**src/rtl/uart_tx_arbiter.sv**
```systemverilog
// Round-robin arbiter sharing one UART transmitter among NUM_REQ byte producers.
// Optional message locking is compiled in with `define UART_TX_ARB_LOCK_EN.
module uart_tx_arbiter #(
  parameter int NUM_REQ      = 4,
  parameter int DATA_W       = 8,
  parameter int BUSY_TIMEOUT = 16
) (
  input  logic                      clk,
  input  logic                      rst,
  input  logic [NUM_REQ-1:0]        req_valid,
  input  logic [NUM_REQ*DATA_W-1:0] req_data,
  input  logic [NUM_REQ-1:0]        req_last,
  output logic [NUM_REQ-1:0]        req_ready,
  output logic [DATA_W-1:0]         tx_data,
  output logic                      tx_start,
  input  logic                      tx_busy,
  output logic [NUM_REQ-1:0]        grant,
  output logic                      err_timeout,
  output logic [1:0]                dbg_state
);

  localparam int IDX_W = (NUM_REQ > 1) ? $clog2(NUM_REQ) : 1;
  localparam int TMR_W = $clog2(BUSY_TIMEOUT + 1);

  localparam logic [1:0] S_IDLE      = 2'd0;
  localparam logic [1:0] S_WAIT_BUSY = 2'd1;
  localparam logic [1:0] S_WAIT_DONE = 2'd2;

  localparam logic [IDX_W-1:0]   PTR_RST  = IDX_W'(NUM_REQ - 1);
  localparam logic [TMR_W-1:0]   TMR_LAST = TMR_W'(BUSY_TIMEOUT - 1);
  localparam logic [TMR_W-1:0]   TMR_SAT  = TMR_W'(BUSY_TIMEOUT);
  localparam logic [NUM_REQ-1:0] ONE      = NUM_REQ'(1);

  logic [1:0]         state_q, state_d;
  logic [IDX_W-1:0]   ptr_q, ptr_d;
  logic [IDX_W-1:0]   win_q, win_d;
  logic [TMR_W-1:0]   timer_q, timer_d;
  logic [DATA_W-1:0]  tx_data_q, tx_data_d;
  logic               tx_start_q, tx_start_d;
  logic [NUM_REQ-1:0] grant_q, grant_d;
  logic               err_q, err_d;

  logic [NUM_REQ-1:0] cand;
  logic               win_found;
  logic [IDX_W-1:0]   win_idx;
  logic [NUM_REQ-1:0] win_oh;

`ifdef UART_TX_ARB_LOCK_EN
  logic lock_q, lock_d;

  // While locked, win_q still holds the message owner: only it can win.
  always_comb begin
    cand = req_valid;
    if (lock_q) cand = req_valid & (ONE << win_q);
  end
`else
  logic unused_last;
  assign unused_last = ^req_last;

  always_comb cand = req_valid;
`endif

  // Rotating search starting one past the last completed owner.
  always_comb begin
    int pos;
    pos       = 0;
    win_found = 1'b0;
    win_idx   = '0;
    for (int k = 1; k <= NUM_REQ; k++) begin
      pos = (int'(ptr_q) + k) % NUM_REQ;
      if (!win_found && cand[pos[IDX_W-1:0]]) begin
        win_found = 1'b1;
        win_idx   = pos[IDX_W-1:0];
      end
    end
  end

  assign win_oh = ONE << win_idx;

  // Handshake: a byte moves when req_valid[i] & req_ready[i]; req_ready is one-hot,
  // raised only in IDLE for the winner, and held low while rst is asserted.
  assign req_ready = (rst && (state_q == S_IDLE) && win_found) ? win_oh : '0;

  always_comb begin
    state_d    = state_q;
    ptr_d      = ptr_q;
    win_d      = win_q;
    timer_d    = timer_q;
    tx_data_d  = tx_data_q;
    tx_start_d = 1'b0;
    grant_d    = grant_q;
    err_d      = 1'b0;
`ifdef UART_TX_ARB_LOCK_EN
    lock_d     = lock_q;
`endif
    case (state_q)
      S_IDLE: begin
        if (win_found) begin
          tx_data_d  = req_data[int'(win_idx)*DATA_W +: DATA_W];
          tx_start_d = 1'b1;
          grant_d    = win_oh;
          win_d      = win_idx;
          timer_d    = '0;
          state_d    = S_WAIT_BUSY;
`ifdef UART_TX_ARB_LOCK_EN
          lock_d     = !req_last[win_idx];
`endif
        end
      end
      S_WAIT_BUSY: begin
        if (tx_busy) begin
          state_d = S_WAIT_DONE;
        end else if (timer_q == TMR_LAST) begin
          err_d   = 1'b1;
          grant_d = '0;
          state_d = S_IDLE;
`ifdef UART_TX_ARB_LOCK_EN
          lock_d  = 1'b0;
`endif
        end else if (timer_q != TMR_SAT) begin
          timer_d = timer_q + TMR_W'(1);
        end
      end
      S_WAIT_DONE: begin
        if (!tx_busy) begin
          grant_d = '0;
          state_d = S_IDLE;
`ifdef UART_TX_ARB_LOCK_EN
          if (!lock_q) ptr_d = win_q;
`else
          ptr_d   = win_q;
`endif
        end
      end
      default: state_d = S_IDLE;
    endcase
  end

  always_ff @(posedge clk or negedge rst) begin
    if (!rst) begin
      state_q    <= S_IDLE;
      ptr_q      <= PTR_RST;
      win_q      <= '0;
      timer_q    <= '0;
      tx_data_q  <= '0;
      tx_start_q <= 1'b0;
      grant_q    <= '0;
      err_q      <= 1'b0;
`ifdef UART_TX_ARB_LOCK_EN
      lock_q     <= 1'b0;
`endif
    end else begin
      state_q    <= state_d;
      ptr_q      <= ptr_d;
      win_q      <= win_d;
      timer_q    <= timer_d;
      tx_data_q  <= tx_data_d;
      tx_start_q <= tx_start_d;
      grant_q    <= grant_d;
      err_q      <= err_d;
`ifdef UART_TX_ARB_LOCK_EN
      lock_q     <= lock_d;
`endif
    end
  end

  assign tx_data     = tx_data_q;
  assign tx_start    = tx_start_q;
  assign grant       = grant_q;
  assign err_timeout = err_q;
  assign dbg_state   = state_q;

endmodule

```
**config.mk**
```make
export PLATFORM = sky130hd
export DESIGN_NAME = uart_tx_arbiter
export DESIGN_NICKNAME = d
export VERILOG_FILES = /design/src/rtl/uart_tx_arbiter.sv
export SDC_FILE = /design/constraint.sdc
export NUM_CORES = 1
export LEC_CHECK = 0
export CAP_MARGIN = 10
export CELL_PAD_IN_SITES_DETAIL_PLACEMENT = 0
export CELL_PAD_IN_SITES_GLOBAL_PLACEMENT = 1
export CORE_ASPECT_RATIO = 0.9
export CORE_UTILIZATION = 33
export DETAILED_ROUTE_END_ITERATION = 8
export GPL_TIMING_DRIVEN = 0
export PLACE_DENSITY_LB_ADDON = 0.25
export SETUP_SLACK_MARGIN = 0.1
export SLEW_MARGIN = 20
export SYNTH_ARGS = -nofsm -noshare
export SYNTH_HDL_FRONTEND = slang
export SYNTH_SLANG_ARGS = --single-unit
```
**constraint.sdc**
```tcl
create_clock -name clk -period 2.4 [get_ports clk]
set_input_delay 0.6 -clock clk [delete_from_list [all_inputs] [get_ports clk]]
set_output_delay 0.6 -clock clk [all_outputs]
set_load 0.02 [all_outputs]
```
# Yosys cells after proc, flatten, opt, wreduce, memory -nomap -nowiden
# Cells that the tools add are included.
totals:
  ff_bits: 25
classes:
  n_addsub: 5
  order_cmp: 4
  n_eq_ne: 11
  shift: 2
  n_mux: 37
  bitwise: 1
  n_reduce_logical: 16
op_table:
  columns: ["cell", "count"]
  rows:
  - ["indexed part select 32 x 6 -> 8 bit", 1]
  - ["2-to-1 mux 4 bit", 5]
  - ["2-to-1 mux 5 bit", 4]
  - ["2-to-1 mux 2 bit", 8]
  - ["2-to-1 mux 1 bit", 13]
  - ["less-than comparator 2 x 3 -> 1 bit (second input constant)", 4]
  - ["inequality test 2 bit (second input constant)", 6]
  - ["one-hot mux 4 bit (3 select lines)", 1]
  - ["one-hot mux 5 bit (2 select lines)", 1]
  - ["AND reduction 5 bit", 2]
  - ["binary-select mux 1 bit (select 2 bit)", 4]
  - ["one-hot mux 2 bit (3 select lines)", 1]
  - ["adder 5 x 1 -> 5 bit (second input constant)", 1]
  - ["equality test 5 x 4 -> 1 bit (second input constant)", 1]
  - ["logical AND 1 bit", 5]
  - ["inequality test 5 bit (second input constant)", 1]
  - ["adder 2 x 1 -> 2 bit (second input constant)", 2]
  - ["adder 2 bit (second input constant)", 2]
  - ["AND reduction 2 bit", 2]
  - ["left shift 1 x 2 -> 4 bit (first input constant)", 1]
  - ["logical NOT 1 bit", 3]
  - ["inequality test 3 bit (second input constant)", 1]
  - ["AND reduction 3 bit", 1]
  - ["nonzero test 3 bit", 1]
  - ["other kinds (5)", 5]

# Depth between registers and ports, before layout
# Gate-level depths: netlist of run 1.
depth:
  ltp_word: 16
  depth_mapped: 7
  depth_no_buf: 7

# Worst setup path before layout of run 1
# OpenSTA, ideal clock, no wires.
synth_timing:
  kind: "input to output"
  startpoint: "input req_valid[2]"
  endpoint: "output req_ready[3]"
  t_arrival_ns: 1.686
  setup_slack_ns: 0.114
  cell_stages: 4
  n_path_buf: 1
  path_cell_list: "buf_6 > or3b_4 > a31oi_4 > and3_1"
synth_between:
  elab_chain_len: 14
  elab_cells_between_ends: 25
synth_lines:
  columns: ["element", "line", "text"]
  rows:
  - ["start: declaration", "10", "input logic [NUM_REQ-1:0] req_valid,"]
  - ["binary-select mux 1 bit (select 2 bit)", "71", "if (!win_found && cand[pos[IDX_W-1:0]]) begin"]
  - ["2-to-1 mux 1 bit (not written as such)", "71", null]
  - ["2-to-1 mux 1 bit", "71", null]
  - ["logical NOT 1 bit", "71", null]
  - ["logical AND 1 bit", "71", null]
  - ["2-to-1 mux 1 bit", "71", null]
  - ["logical NOT 1 bit", "71", null]
  - ["logical AND 1 bit", "71", null]
  - ["2-to-1 mux 1 bit", "71", null]
  - ["logical NOT 1 bit", "71", null]
  - ["logical AND 1 bit", "71", null]
  - ["2-to-1 mux 2 bit / 2-to-1 mux 1 bit (equally long branches)", "71", null]
  - ["left shift 1 x 2 -> 4 bit / logical AND 1 bit (equally long branches)", "78, 82", null]
  - ["2-to-1 mux 4 bit (*)", "82", "assign req_ready = (rst && (state_q == S_IDLE) && win_found) ? win_oh : '0;"]
  - ["end: declaration", "13", "output logic [NUM_REQ-1:0] req_ready,"]
# Mark *: on every way between the ends. The rest lies on a longest branch, timed or not. The select of a mux whose other input is x is not followed.

# Worst setup path in the final report of run 1
layout_timing:
  startpoint: "register ptr_q[0]"
  endpoint: "output req_ready[3]"
layout_between:
  elab_chain_len: 15
  elab_cells_between_ends: 29
layout_lines:
  columns: ["element", "line", "text"]
  rows:
  - ["start: declaration", "35", "logic [IDX_W-1:0] ptr_q, ptr_d;"]
  - ["start signal: assignment", "154", "ptr_q <= ptr_d;"]
  - ["adder 2 x 1 -> 2 bit", "70", "pos = (int'(ptr_q) + k) % NUM_REQ;"]
  - ["binary-select mux 1 bit (select 2 bit)", "71", null]
  - ["2-to-1 mux 1 bit (not written as such)", "71", null]
  - ["2-to-1 mux 1 bit", "71", null]
  - ["logical NOT 1 bit", "71", null]
  - ["logical AND 1 bit", "71", null]
  - ["2-to-1 mux 1 bit", "71", null]
  - ["logical NOT 1 bit", "71", null]
  - ["logical AND 1 bit", "71", null]
  - ["2-to-1 mux 1 bit", "71", null]
  - ["logical NOT 1 bit", "71", null]
  - ["logical AND 1 bit", "71", null]
  - ["2-to-1 mux 2 bit / 2-to-1 mux 1 bit (equally long branches)", "71", null]
  - ["left shift 1 x 2 -> 4 bit / logical AND 1 bit (equally long branches)", "78, 82", null]
  - ["2-to-1 mux 4 bit (*)", "82", null]
# Marked as above.

==> flow_summary.yaml, run 1 <==
place:
  place_ws_ps: -901
  place_congestion: 0.760
  io_buffers: 55
  dp_hpwl_microns: 3320
clock_network:
  clkLatencyLatePin_ps: 270
  postCtsHoldBufs: 0
  path_clk_slew_ps: 100
  cts_buffer_depth: 2
  cts_root_buffer: "clkbuf_8"
  cts_tree: "built"
  cts.sinks: 25
  numCtsBuffers: 3
  htreeDepth: 1
worst_setup_path:
  crit_path_end_kind: "output port"
  critPathLaunchType: "flop"
  reg2reg_to: "timer_q[3]"
  cp-endpoint: "req_ready[3]"
  reg2reg_depth: 7
  startpoint: "ptr_q[0]"
  worstPathArrival_ps: 1800
  r2r_slack_ps: 260
  required_ps: 1800
  crit_fanout: 5
  r2r_start: "timer_q[0]"
  criticalPathCategory: "flop to output port"
route:
  drc: 0
  antenna_left: 0
  firstDrtPassIters: 4
  met2_length_microns: 2230
  routed.top_layer: "met4"
  wire_per_inst_microns: 15.6
  drtIter0Drc: 96
  wl_met1_microns: 2500
  vias_per_cell: 5.16
  drt-total-wl_microns: 4890
  met3_length_microns: 94
  vias: 1615
cells_and_area:
  area_delta_synth_final_pct: 48.9
  layout-drive-gt1-share_pct: 27.0
  antennaDiodeCount: 0
  postLayoutCoreUtil_pct: 51.7
  fin_nets: 299
floorplan:
  dieArea_sq_um: 5470
  die_h_microns: 70.3
  die_x_microns: 77.9
  initial_utilization_pct: 34.7
  io_pins: 63
  design.core.area_sq_um: 4920
  num_rows: 24
logic_synthesis:
  yosys.area.top_type_share_pct: 33.7
  synthesis.nets: 226
  synth-seq-cells: 25
  syn-cell-area_sq_um: 1710
  yosys_warnings: 0
  synth.avg_cell_area_sq_um: 9.71
  synth_cell_type_count: 49
  ys_seq_area_share_pct: 36.7
  synthCells: 176
  yosys-top-cells-area: "dfrtp_1 34%, ha_1 5.1%, nand2_1 4.4%"
  synth_top_area_cell: "dfrtp_1"
job:
  drv_cap: 0
timing:
  rsz0062_at_grt: "true"
  relSlewSlack_pct: 59.2
  setup_total_negative_slack_ps: -4.70
  period_minus_slack_ps: 2400
  hold_ws_ps: 330
  setup_viol: 1
  drv_slew: 0
  fmax_mhz: 416
  period_share_pct: 100
  worst_pin_slew_ps: 612
  hold_viol: 0
  fin_ws_ps: -4.70
  finClkSkew_ps: 6.65
grt:
  grt_pass1_wl_microns: 8180
  grt_overflow_total: 0
  grt_pass1_vias: 1636
  antenna_found_initial: 0
  grt_use_total_pct: 19.1
  grt_max_degree: 29
pwr:
  leakage_nw: 1.01
  max-vdd-ir-drop_v: 0.000439
  total_power_mw: 2.96
  powerDensity_nw_per_um2: 1160
worst_hold_path:
  hold_class: "input port to async pin"
run_status:
  status: "complete, but fails checks"
  violations: "setup timing"
-- cell type report --
type | count | area, sq um
Inverter | 10 | 37.5
Sequential cell | 25 | 631
Timing Repair Buffer | 68 | 639
Clock buffer | 3 | 41.3
Tap cell | 65 | 81.3
Buffer | 11 | 103
Multi-Input combinational cell | 130 | 1010
Fill cell | 483 | 2380
Clock inverter | 1 | 5.00
-- metrics by stage --
step | std cells | instance area, sq um
finish | 313 | 2540
global route | 313 | 2540
CTS | 309 | 2470
detailed placement | 296 | 2340
global placement | 296 | 2340
floorplan | 176 | 1710
-- cells in the mapped netlist (all sizes together) --
cell type,n
nor2b,1
a211o,2
buf,10
or3,2
a21o,2
o21ba,1
o21ai,8
a32oi,8
nand3,1
or3b,1
dfstp,2
o211ai,1
a22oi,1
mux2,4
clkbuf,1
a21oi,4
ha,7
nand2,20
dfrtp,23
a41oi,8
a221o,1
nand4,1
o22ai,1
and3,3
a22o,1
nor4,1
nand2b,6
o221ai,4
nand3b,1
o32a,1
and2b,2
o31ai,4
a31oi,11
nor3b,2
and2,2
inv,10
nand4bb,1
a211oi,1
nor2,16
-- power by group --
part / internal (mW) / switching (mW) / leakage [nW] / total [mW]
registers: 0.624 / 0.129 / 0.305 / 0.753
logic: 0.955 / 0.988 / 0.684 / 1.94
clock network: 0.116 / 0.148 / 0.0255 / 0.264
total: 1.69 / 1.27 / 1.01 / 2.96
-- registers in the layout, summed over array words and instances (netlist names) --
register     count
grant            4
tx_start         1
win_q            2
ptr_q            2
tx_data          8
timer_q          5
dbg_state        2
err_timeout      1
-- cell families after synthesis --
family	Yosys count	share of synthesized area (%)
simple gates	60	19.0
compound gates	59	28.6
flops	25	36.7
buf+inv	21	7.69
fa+ha+maj	7	5.12
mux	4	2.85
-- metal layers --
| layer | vias to the layer above | global-route usage [%] |
|---|---|---|
| met4 | 0 | 6.50 |
| met2 | 25 | 29.0 |
| li1 | 804 | - |
| met1 | 782 | 28.1 |
| met3 | 4 | 1.96 |
| met5 | - | 0 |
-- critical path, cell delays in order, from the launching register on --
cell	delay, ps
dfstp_2	540
buf_6	100
or3b_4	380
a31oi_4	190
and3_4	200
buf_6	110
-- how the worst min path moves through the flow --
stage	start	end	slack [ps]	cells after the start
finish	rst	grant[1]	330	1
global route	rst	tx_data[7]	370	1
CTS	rst	grant[1]	350	1
detailed placement	grant[2]	grant[2]	470	2
global placement	grant[1]	grant[1]	460	2
floorplan	rst	dbg_state[0]	300	0
-- timing repair --
item / CTS / global route
pin swaps: 8 / 10
resized for setup: 33 / 15
endpoints found under the setup margin: 4 / 5
cloned: 0 / 0
buffers inserted: 9 / 5
-- cell usage in the layout, fill, tap and decap left out, types with 3 or more instances in the layout --
cell and count:
inv_1 8, clkbuf_8 3, clkdlybuf4s50_1 49, nand2_2 3, ha_1 4, buf_2 3, a32oi_1 8, a31oi_1 10
mux2_2 3, buf_6 10, o21ai_0 6, o221ai_1 3, nor2_1 14, nand2b_1 6, a41oi_1 8, o31ai_1 4
buf_4 16, dfrtp_1 21, a21oi_1 4, nand2_1 17
No activity file was read; power rests on OpenSTA's default activity.
==> run 2, diff against run 1 <==
==> constraint.sdc (replaced) <==
create_clock -name clk -period 2.7 [get_ports clk]
set_input_delay 0.675 -clock clk [delete_from_list [all_inputs] [get_ports clk]]
set_output_delay 0.675 -clock clk [all_outputs]
set_load 0.02 [all_outputs]
==> flow_summary.yaml, run 2 (same netlist as run 1, synthesis figures left out) <==
route:
  vias: 1584
  drc: 0
  vias_per_cell: 5.16
  drtIter0Drc: 74
  drt-total-wl_microns: 4670
  antenna_left: 0
  wire_per_inst_microns: 15.2
  firstDrtPassIters: 4
cells_and_area:
  largest_reg_flops: 8
  fin_nets: 293
  layout_common_cells: "49 x clkdlybuf4s50_1, 23 x dfrtp_1, 19 x nand2_1"
  final_common_cell: "clkdlybuf4s50_1"
  final_area_sq_um: 2470
  area_delta_synth_final_pct: 44.7
  fill_cells: 487
  stdcell_count: 307
  layout-drive-gt1-share_pct: 21.5
  antennaDiodeCount: 0
timing:
  hold_viol: 0
  finClkSkew_ps: 11.6
  period_minus_slack_ps: 2540
  worst_pin_slew_ps: 619
  relSlewSlack_pct: 58.7
  hold_ws_ps: 405
  drv_slew: 0
  period_share_pct: 93.9
  setup_viol: 0
  rsz0062_at_grt: "true"
  fmax_mhz: 394
  fin_ws_ps: 164
grt:
  grt_use_total_pct: 18.4
  grt_max_degree: 29
  gr-usage-met3_pct: 1.96
  use_met1_pct: 26.0
  busiest_layer: "met2"
  grt_pass1_wl_microns: 7940
  antenna_found_initial: 0
  grt_pass1_vias: 1622
  grt_overflow_total: 0
  grtUsageMet2_pct: 28.9
worst_setup_path:
  crit_path_end_kind: "output port"
  required_ps: 2030
  worstPathArrival_ps: 1860
  crit_fanout: 10
  criticalPathCategory: "input port to output port"
  critPathLaunchType: "input port"
clock_network:
  htreeDepth: 1
  path_clk_slew_ps: 100
  cts_tree: "built"
  clkLatencyLatePin_ps: 270
  cts.sinks: 25
  cts_root_buffer: "clkbuf_8"
  numCtsBuffers: 3
  cts_buffer_depth: 2
place:
  postPlaceCellArea_sq_um: 2340
  dp_cells: 296
  place_ws_ps: -751
  place_congestion: 0.760
  dp_hpwl_microns: 3320
  io_buffers: 55
floorplan:
  io_pins: 63
  die_x_microns: 77.9
  die_h_microns: 70.3
  initial_utilization_pct: 34.7
  design.core.area_sq_um: 4920
  num_rows: 24
  dieArea_sq_um: 5470
pwr:
  leakage_nw: 0.988
  max-vdd-ir-drop_v: 0.000456
  powerDensity_nw_per_um2: 1020
  total_power_mw: 2.53
run_status:
  status: "finished clean"
job:
  drv_cap: 0
worst_hold_path:
  hold_class: "input port to async pin"
run 2: final timing paths:
kind / slack, ps / end / cells past startpoint / startpoint
min in group clk: 480 / grant[0] / 2 / grant[0]
hold reg to reg: 480 / grant[0] / 2 / grant[0]
setup reg to reg: 490 / timer_q[3] / 7 / timer_q[0]
max in group asynchronous: 1880 / timer_q[2] / 1 / rst
setup / recovery: 160 / req_ready[1] / 8 / req_valid[2]
hold / removal: 410 / grant[1] / 1 / rst
run 2: layout make-up:
cell class              count  area, sq um  area share, %
multi-input cells         130          990           40.0
flip-flops and latches     25          628           25.4
repair buffers             62          588           23.8
plain buffers              11          103           4.15
well taps                  65         81.3           3.29
clock buffers               3         41.3           1.67
inverters                  10         37.5           1.52
clock inverters             1         5.00          0.202
run 2: critical path: stages:
cell and delay [ps]:
buf_6 110, or3_4 420, o21ai_4 150, inv_2 70, buf_6 140, nand2_2 70, nor2_1 60, buf_4 150
run 2: what timing repair did:
action	in CTS	in global routing
hold buffers	0	0
endpoints found under the setup margin	4	3
gates resized for setup	27	7
pin swaps	3	5
setup buffers	1	6
run 2: metal layers:
layer / vias up / part of all wire (%)
met1: 756 / 50
met3: 4 / 2.8
met2: 31 / 45
met4: 0 / 1.6
met5: - / 0
li1: 793 / -
run 2: where the power goes:
group	leakage (nW)	internal, mW	total, mW	switching [mW]
logic	0.656	0.791	1.63	0.843
registers	0.307	0.551	0.663	0.112
clock network	0.0255	0.103	0.233	0.130
total	0.988	1.45	2.53	1.08
run 2: stage by stage:
step / util [%] / setup TNS [ps]
2_1_floorplan: - / 0
3_3_place_gp: 47.5 / -3800
3_5_place_dp: 47.4 / -2800
4_1_cts: 48.8 / 0
5_1_grt: 50.2 / 0
6_report: 50.2 / 0
